<file path="config.mk">
export PLATFORM = sky130hd
export DESIGN_NAME = sync_fifo
export DESIGN_NICKNAME = d
export VERILOG_FILES = /design/src/rtl/sync_fifo.sv
export SDC_FILE = /design/constraint.sdc
export NUM_CORES = 1
export LEC_CHECK = 0
export CAP_MARGIN = 20
export CORE_MARGIN = 4
export CORE_UTILIZATION = 35
export DETAILED_ROUTE_END_ITERATION = 8
export GPL_ROUTABILITY_DRIVEN = 0
export PLACE_DENSITY = 0.52
export SYNTH_ARGS = -nofsm -noshare
export SYNTH_HDL_FRONTEND = slang
export SYNTH_SLANG_ARGS = --single-unit
</file>
<file path="constraint.sdc">
create_clock -name i_Clk -period 2.13 [get_ports i_Clk]
set_clock_uncertainty 0.1 [all_clocks]
set_input_delay 0.426 -clock i_Clk [delete_from_list [all_inputs] [get_ports i_Clk]]
set_output_delay 0.426 -clock i_Clk [all_outputs]
set_load 0.01 [all_outputs]
</file>
<file path="src/rtl/sync_fifo.sv">
// sync_fifo: single-clock first-word-fall-through FIFO.
// The head word is always presented on o_Data while the FIFO is non-empty.
// i_Read pops that head word.
//
// Optional feature macro: FIFO_DIAG_EN
//   - defined:   the diagnostic ports carry the live state and both pointers.
//   - undefined: the diagnostic ports are tied to 0.
//
// Ports:
//   i_Clk             clock; all state updates on the rising edge
//   i_Rst             asynchronous reset, active low
//   i_Data_Valid      write strobe; word taken when not full
//   i_Data            write data
//   i_Read            pop strobe; head removed when not empty
//   o_Full            DEPTH words stored
//   o_Empty           no words stored
//   o_Data            head word (asynchronous read of the array)
//   o_Diag_State      0=EMPTY, 1=PARTIAL, 2=FULL
//   o_Diag_Buf_W_Addr next write slot
//   o_Diag_Buf_R_Addr head slot
module sync_fifo #(
    parameter int unsigned DEPTH      = 4,
    parameter int unsigned DATA_WIDTH = 17,
    parameter int unsigned ADDR_WIDTH = $clog2(DEPTH)
) (
    input  logic                  i_Clk,
    input  logic                  i_Rst,
    output logic                  o_Full,
    input  logic                  i_Data_Valid,
    input  logic [DATA_WIDTH-1:0] i_Data,
    output logic                  o_Empty,
    input  logic                  i_Read,
    output logic [DATA_WIDTH-1:0] o_Data,
    output logic [1:0]            o_Diag_State,
    output logic [ADDR_WIDTH-1:0] o_Diag_Buf_W_Addr,
    output logic [ADDR_WIDTH-1:0] o_Diag_Buf_R_Addr
);

    typedef enum logic [1:0] {
        ST_EMPTY   = 2'd0,
        ST_PARTIAL = 2'd1,
        ST_FULL    = 2'd2
    } state_t;

    state_t                r_state;
    logic [ADDR_WIDTH-1:0] r_w_addr;
    logic [ADDR_WIDTH-1:0] r_r_addr;
    logic [DATA_WIDTH-1:0] r_mem [DEPTH];

    logic                  w_wr_en;
    logic                  w_rd_en;
    logic [ADDR_WIDTH-1:0] w_w_addr_nxt;
    logic [ADDR_WIDTH-1:0] w_r_addr_nxt;

    // Accept decisions use the pre-edge state. Writes are refused when full
    // and reads are refused when empty, which covers simultaneous requests.
    assign w_wr_en      = i_Data_Valid && (r_state != ST_FULL);
    assign w_rd_en      = i_Read && (r_state != ST_EMPTY);
    assign w_w_addr_nxt = r_w_addr + ADDR_WIDTH'(1);
    assign w_r_addr_nxt = r_r_addr + ADDR_WIDTH'(1);

    // State and pointers; pointers wrap naturally modulo DEPTH
    always_ff @(posedge i_Clk or negedge i_Rst) begin
        if (!i_Rst) begin
            r_state  <= ST_EMPTY;
            r_w_addr <= '0;
            r_r_addr <= '0;
        end else begin
            if (w_wr_en) r_w_addr <= w_w_addr_nxt;
            if (w_rd_en) r_r_addr <= w_r_addr_nxt;
            case (r_state)
                ST_EMPTY: begin
                    if (w_wr_en) r_state <= ST_PARTIAL;
                end
                ST_PARTIAL: begin
                    // A simultaneous write and read leaves the occupancy unchanged
                    if (w_wr_en && !w_rd_en && (w_w_addr_nxt == r_r_addr))
                        r_state <= ST_FULL;
                    else if (w_rd_en && !w_wr_en && (w_r_addr_nxt == r_w_addr))
                        r_state <= ST_EMPTY;
                end
                ST_FULL: begin
                    if (w_rd_en) r_state <= ST_PARTIAL;
                end
                default: r_state <= ST_EMPTY;
            endcase
        end
    end

    // Storage words; each word is cleared on reset
    for (genvar g = 0; g < DEPTH; g++) begin : g_mem
        always_ff @(posedge i_Clk or negedge i_Rst) begin
            if (!i_Rst)
                r_mem[g] <= '0;
            else if (w_wr_en && (r_w_addr == ADDR_WIDTH'(g)))
                r_mem[g] <= i_Data;
        end
    end

    assign o_Data  = r_mem[r_r_addr];
    assign o_Empty = (r_state == ST_EMPTY);
    assign o_Full  = (r_state == ST_FULL);

`ifdef FIFO_DIAG_EN
    assign o_Diag_State      = r_state;
    assign o_Diag_Buf_W_Addr = r_w_addr;
    assign o_Diag_Buf_R_Addr = r_r_addr;
`else
    assign o_Diag_State      = 2'd0;
    assign o_Diag_Buf_W_Addr = '0;
    assign o_Diag_Buf_R_Addr = '0;
`endif

endmodule

</file>
==> flow_metrics.env, run 1 <==
export IMPL_status="finished, violations left"
export IMPL_violations="negative setup slack"
export IMPL_synth_compound_gate_area_share=0.008017
export IMPL_dp_slack_ns=0.005574
export IMPL_synth_seq_area_share=0.5394
export IMPL_synth_edf_count=0
export IMPL_grt_pass1_wl_um=11100
export IMPL_worst_pin_slew_ns=0.5489
export IMPL_fin_setup_tns_ns=-0.2802
export IMPL_cts_root_buf="clkbuf_8"
export IMPL_p_per_area_nw_per_um2=1624
export IMPL_synth_area_leader_cell="dfrtp_1"
export IMPL_max_stage_delay_ns=0.50
export IMPL_yosys_area_share_simple=0.03316
export IMPL_slew_headroom=0.6341
export IMPL_insertion_delay_ns=0.34
export IMPL_drive_above_1_share=0.5169
export IMPL_final_max_slew_viol_count=0
export IMPL_grt_overflow=0
export IMPL_async_flop_share=1.000
export IMPL_grt_pass1_vias=2068
export IMPL_yosys_area_top_type_share=0.5394
export IMPL_yosysMostFrequentCell="dfrtp_1"
export IMPL_fin_cells=396
export IMPL_grtUsageTotal=0.1286
export IMPL_vias_per_cell=4.795
export IMPL_first_pass_iters=4
export IMPL_hpwlAfterDp_um=4339
export IMPL_r2r_end="r_state[1]"
export IMPL_hold_depth=1
export IMPL_fin_ws_ns=-0.03310
export IMPL_synth_seq_cells=74
export IMPL_nets=288
export IMPL_clk_path_buf_depth=2
export IMPL_start_kind="register"
export IMPL_crit_slowest_cell="mux4_2"
export IMPL_r2r_setup_slack_ns=0.28
export IMPL_critPathKind="reg -> out"
export IMPL_start_util=0.3647
export IMPL_worstPathArrival_ns=1.64
export IMPL_port_buffers=39
export IMPL_numCtsBuffers=9
export IMPL_pwr_share_clk=0.152
export IMPL_ys_flop_type="dfrtp_1"
export IMPL_rows=35
export IMPL_rsz0062_at_grt="true"
export IMPL_leakage_nw=1.802
export IMPL_worst_hold_startpoint="r_mem[30]"
export IMPL_synthAdderAreaFrac=0.01458
export IMPL_grt_max_degree=42
export IMPL_power_switching_mw=2.118
export IMPL_postSynthCellCount=207
export IMPL_max_freq_mhz=462.3
export IMPL_synth_avg_cell_area_um2=16.59
export IMPL_cp_max_fo=6
export IMPL_cp_num_buf_inv=3
export IMPL_combPwrFrac=0.487
export IMPL_required_ns=1.60
export IMPL_die_height_um=107.0
export IMPL_switching_share=0.3079
export IMPL_yosysWarnings=0
export IMPL_clkTransAtPathRegs_ns=0.08
export IMPL_p_seq_frac=0.361
export IMPL_cts_sinks=74
export IMPL_drc=0
export IMPL_die_w_um=107.0
export IMPL_core_um2=9415
export IMPL_fin_crit_ns=2.163
export IMPL_syn_to_final_growth_pct=23.43
export IMPL_yosys_top_cells_count="dfrtp_1 (74), mux2_2 (69), mux4_2 (17)"
export IMPL_crit_chain="buf_12 > buf_12 > mux4_2 > buf_6"
export IMPL_setup_viol=10
export IMPL_synth_top_family_by_area="multiplexers"
export IMPL_avgRoutedWirePerCell_um=16.83
export IMPL_wirelength_um=6663
export IMPL_cp_top_family="multiplexers"
export IMPL_synth_distinct_cells=24
export IMPL_end_kind="output port"
export IMPL_cts_tree="yes"
export IMPL_ant_nets=0
export IMPL_reg2reg_from="r_w_addr[1]"
export IMPL_dieArea_um2=11460
export IMPL_hold_viol_final=0
export IMPL_dp_cells=375
export IMPL_syn_cell_area_um2=3433
export IMPL_h_tree_depth=3
export IMPL_top_level_ports=46
export IMPL_antenna_found_initial=0
export IMPL_final_util=0.4501
export IMPL_first_iter_violations=34
export IMPL_vias=1899
export IMPL_yosys_top_cells_area="dfrtp_1 (54%), mux2_2 (23%), mux4_2 (11%)"
export IMPL_muxShareOfSynthArea=0.3407
export IMPL_min_to="r_mem[30]"
export IMPL_vdd_drop_max_mv=0.5594
export IMPL_cap_violations=0
export IMPL_num_antenna_cells=0
export IMPL_p_int_mw=4.762
export IMPL_reg2reg_depth=5
export IMPL_synth_xor_area_frac=0.01968
export IMPL_min_period_over_period=1.016
export IMPL_crit_path_frequent_cell="buf_12"
export IMPL_hold_class="reg -> reg"
## metrics by stage
stage               hold WS (ns)  total power, mW  instance area (um2)
floorplan                0.03041            4.567                 3452
global placement          0.3489            5.771                 3988
detailed placement        0.3457            5.803                 3988
CTS                       0.4067            6.946                 4227
global route              0.4084            7.339                 4238
finish                    0.4037            6.880                 4238
## sequential cells by signal, summed over array words and instances, names as in the netlist
signal / cells
r_mem: 68
r_r_addr: 2
r_state: 2
r_w_addr: 2
## metal layers
metal  track usage  vias to the layer above  wire (um)
li1              -                      859          -
met1        0.1676                      991       3062
met2        0.2006                       40       3183
met3       0.04154                        9        310
met4       0.04658                        0        107
met5             0                        -          0
## layout by cell type, fill, tap and decap left out, drive strengths merged
master | synthesis | final
a2111oi | 1 | 1
a21oi | 1 | 1
buf | 16 | 34
bufinv | 0 | 1
clkbuf | 0 | 10
clkdlybuf4s50 | 0 | 21
clkinv | 0 | 3
clkinvlp | 0 | 1
conb | 1 | 6
dfrtp | 74 | 74
dlygate4sd3 | 0 | 1
ha | 4 | 4
inv | 4 | 4
mux2 | 69 | 69
mux2i | 1 | 1
mux4 | 17 | 17
nand2 | 1 | 1
nand2b | 1 | 1
nand3 | 4 | 4
nor2 | 2 | 2
nor4b | 1 | 1
o21ai | 1 | 1
o32ai | 1 | 1
or2b | 1 | 1
or4b | 1 | 1
xnor2 | 3 | 3
xor2 | 2 | 2
xor3 | 1 | 1
## how the worst max path moves through the flow
stage	start	slack [ns]	cells after the start	endpoint
final	r_r_addr[0]	-0.03	4	o_Data[1]
after global routing	r_r_addr[0]	-0.11	4	o_Data[3]
after CTS	r_r_addr[0]	-0.07	4	o_Data[16]
after detailed placement	r_r_addr[0]	0.006	3	o_Data[16]
after global placement	r_r_addr[0]	0.008	3	o_Data[16]
after floorplan	r_r_addr[0]	0.23	3	o_Data[11]
## power by group through the flow
stage | clock network, mW | registers [mW] | logic, mW
after floorplan | 0 | 2.39 | 2.17
after global placement | 0 | 2.50 | 3.27
after detailed placement | 0 | 2.51 | 3.29
after CTS | 1.09 | 2.48 | 3.37
after global routing | 1.14 | 2.57 | 3.63
final | 1.05 | 2.49 | 3.35
## layout make-up
| cell class | count | area [um2] |
|---|---|---|
| fill | 837 | 5177 |
| sequential | 74 | 1852 |
| clock buffer | 10 | 127.6 |
| inverter | 4 | 15.01 |
| multi-input combinational | 118 | 1451 |
| timing repair buffer | 56 | 574.3 |
| tap | 129 | 161.4 |
| clock inverter | 5 | 56.30 |
## timing repair
| item | CTS | global route |
|---|---|---|
| hold endpoints to repair | 39 | 0 |
| pin swaps | 0 | 0 |
| setup endpoints to repair | 17 | 15 |
| setup buffers | 5 | 1 |
| hold buffers | 1 | 0 |
| gates resized for setup | 80 | 3 |
| gates cloned | 0 | 0 |
## cells by family (layout without fill, tap and decap cells)
group	after synthesis	count (layout)
xor gates and xnor gates	6	6
muxes	87	87
and+or+nand+nor	11	11
AOI/OAI and AO/OA	4	4
adders and majority gates	4	4
buffers and inverters	20	75
other	1	6
DFF	74	74
Power figures use the tool's default switching activity.
==> run 2, diff against run 1 <==
Settings changed: DONT_BUFFER_PORTS set to 1, PLACE_DENSITY 0.52 to 0.46.
==> run 2 against run 1 <==
  * The flow finishes with violations (negative hold slack)
  * Via count is 9.6% lower
  * Design area decreased by 11%
  * Die area unchanged
  * Critical endpoint is now o_Data[2]
  * Largest power group is now sequential cells
  * Highest routed layer unchanged
==> flow_metrics.env, run 2 (same netlist as run 1, synthesis figures left out) <==
export IMPL_leakage_nw=1.581
export IMPL_vias_per_cell=4.977
export IMPL_first_iter_violations=63
export IMPL_power_switching_mw=1.960
export IMPL_multiInputGateArea_um2=1451
export IMPL_rows=35
export IMPL_clk_path_buf_depth=2
export IMPL_grt_pass1_vias=1955
export IMPL_vdd_drop_max_mv=0.5802
export IMPL_critPathKind="reg -> out"
export IMPL_end_kind="output port"
export IMPL_port_buffers=0
export IMPL_core_um2=9415
export IMPL_hold_slack_ns=-0.3218
export IMPL_slew_headroom=0.6492
export IMPL_grt_pass1_wl_um=11050
export IMPL_mostFrequentLayoutCells="dfrtp_1 (73), mux2_2 (69), mux4_2 (17)"
export IMPL_worstPathArrival_ns=1.52
export IMPL_seqCellArea_um2=1853
export IMPL_rsz0062_at_grt="true"
export IMPL_antenna_found_initial=0
export IMPL_required_ns=1.60
export IMPL_place_area_um2=3510
export IMPL_grt_max_degree=75
export IMPL_hpwlAfterDp_um=4345
export IMPL_clkTransAtPathRegs_ns=0.07
export IMPL_p_int_mw=4.472
export IMPL_hold_viol_final=74
export IMPL_combPwrFrac=0.385
export IMPL_postCtsSetupRepairBufs=0
export IMPL_cts_root_buf="clkbuf_8"
export IMPL_top_level_ports=46
export IMPL_wirelength_um=6698
export IMPL_worst_pin_slew_ns=0.5206
export IMPL_insertion_delay_ns=0.34
export IMPL_h_tree_depth=3
export IMPL_hold_class="in -> async"
export IMPL_cts_tree="yes"
export IMPL_fin_crit_ns=2.046
export IMPL_postLayoutCellArea_um2=3785
export IMPL_grtUsageTotal=0.1280
export IMPL_dp_slack_ns=0.2482
export IMPL_cp_max_fo=12
export IMPL_vias=1717
export IMPL_setup_viol=0
export IMPL_p_per_area_nw_per_um2=1699
export IMPL_largest_reg_flops=68
export IMPL_max_freq_mhz=488.9
export IMPL_switching_share=0.3047
export IMPL_num_antenna_cells=0
export IMPL_dieArea_um2=11460
export IMPL_ant_nets=0
export IMPL_pwr_share_clk=0.222
export IMPL_largest_register="r_mem"
export IMPL_fin_ws_ns=0.08444
export IMPL_grt_overflow=0
export IMPL_drc=0
export IMPL_die_w_um=107.0
export IMPL_die_height_um=107.0
export IMPL_p_seq_frac=0.393
export IMPL_avgRoutedWirePerCell_um=19.41
export IMPL_syn_to_final_growth_pct=10.24
export IMPL_drive_above_1_share=0.5093
export IMPL_nFillCells=879
export IMPL_violations="negative hold slack"
export IMPL_start_util=0.3647
export IMPL_start_kind="register"
export IMPL_first_pass_iters=4
export IMPL_numCtsBuffers=9
export IMPL_status="finished, violations left"
export IMPL_final_common_cell="dfrtp_1"
export IMPL_min_period_over_period=0.9604
export IMPL_final_max_slew_viol_count=0
export IMPL_cts_sinks=74
export IMPL_nets=236
export IMPL_cap_violations=0
==> run 2: power groups by stage <==
| stage | Clock [mW] | Sequential, mW | Combinational [mW] |
|---|---|---|---|
| after global routing | 1.53 | 2.61 | 2.70 |
| after CTS | 1.47 | 2.52 | 2.54 |
| final | 1.43 | 2.52 | 2.48 |
| after floorplan | 0 | 2.39 | 2.17 |
| after detailed placement | 0 | 2.55 | 2.53 |
| after global placement | 0 | 2.48 | 2.44 |
==> run 2: area by class of cell <==
cell class | instances | share of cell area
clock buffer | 11 | 0.03736
clock inverter | 5 | 0.03306
inverter | 4 | 0.003967
multi-input combinational | 118 | 0.3835
sequential | 74 | 0.4896
tap | 129 | 0.04264
timing repair buffer | 4 | 0.009917
==> run 2: final timing paths <==
path | slack, ns | depth (start not counted) | end | startpoint
worst min register to register | 0.40 | 1 | r_mem[17] | r_mem[17]
worst max register to register | 0.23 | 5 | r_state[1] | r_w_addr[0]
worst min-delay path | -0.32 | 0 | r_mem[52] | i_Rst
worst max-delay path | 0.08 | 2 | o_Data[2] | r_r_addr[0]
min in group i_Clk | 0.04 | 1 | r_state[1] | i_Read
max in group asynchronous | 2.16 | 0 | r_mem[6] | i_Rst
==> run 2: layer usage <==
metal  vias to the layer above  GRT usage  share of wire
met1                       917     0.1584           0.42
met4                         0    0.03836         0.0094
met3                         7    0.05057          0.063
met2                        40     0.2064           0.51
li1                        753          -              -
met5                         -          0              0
==> run 2: worst max-delay path: stages, from the launching register on <==
cell,delay (ns)
dfrtp_1,0.38
buf_6,0.22
mux4_2,0.58
==> run 2: per-stage QoR <==
| stage | hold slack (ns) | total power [mW] | instances | utilization | setup TNS, ns |
|---|---|---|---|---|---|
| after detailed placement | 0.03491 | 5.081 | 329 | 0.3728 | 0 |
| final | -0.3218 | 6.432 | 345 | 0.4020 | 0 |
| after CTS | -0.3434 | 6.534 | 345 | 0.4012 | 0 |
| after global placement | 0.03402 | 4.920 | 329 | 0.3728 | 0 |
| after floorplan | 0.03041 | 4.567 | 212 | - | 0 |
| after global routing | -0.3572 | 6.843 | 345 | 0.4020 | -0.008568 |
==> run 2: repair_timing <==
item,in CTS,in global routing
resized for setup,1,2
endpoints found under the setup margin,7,9
hold endpoints to repair,74,74
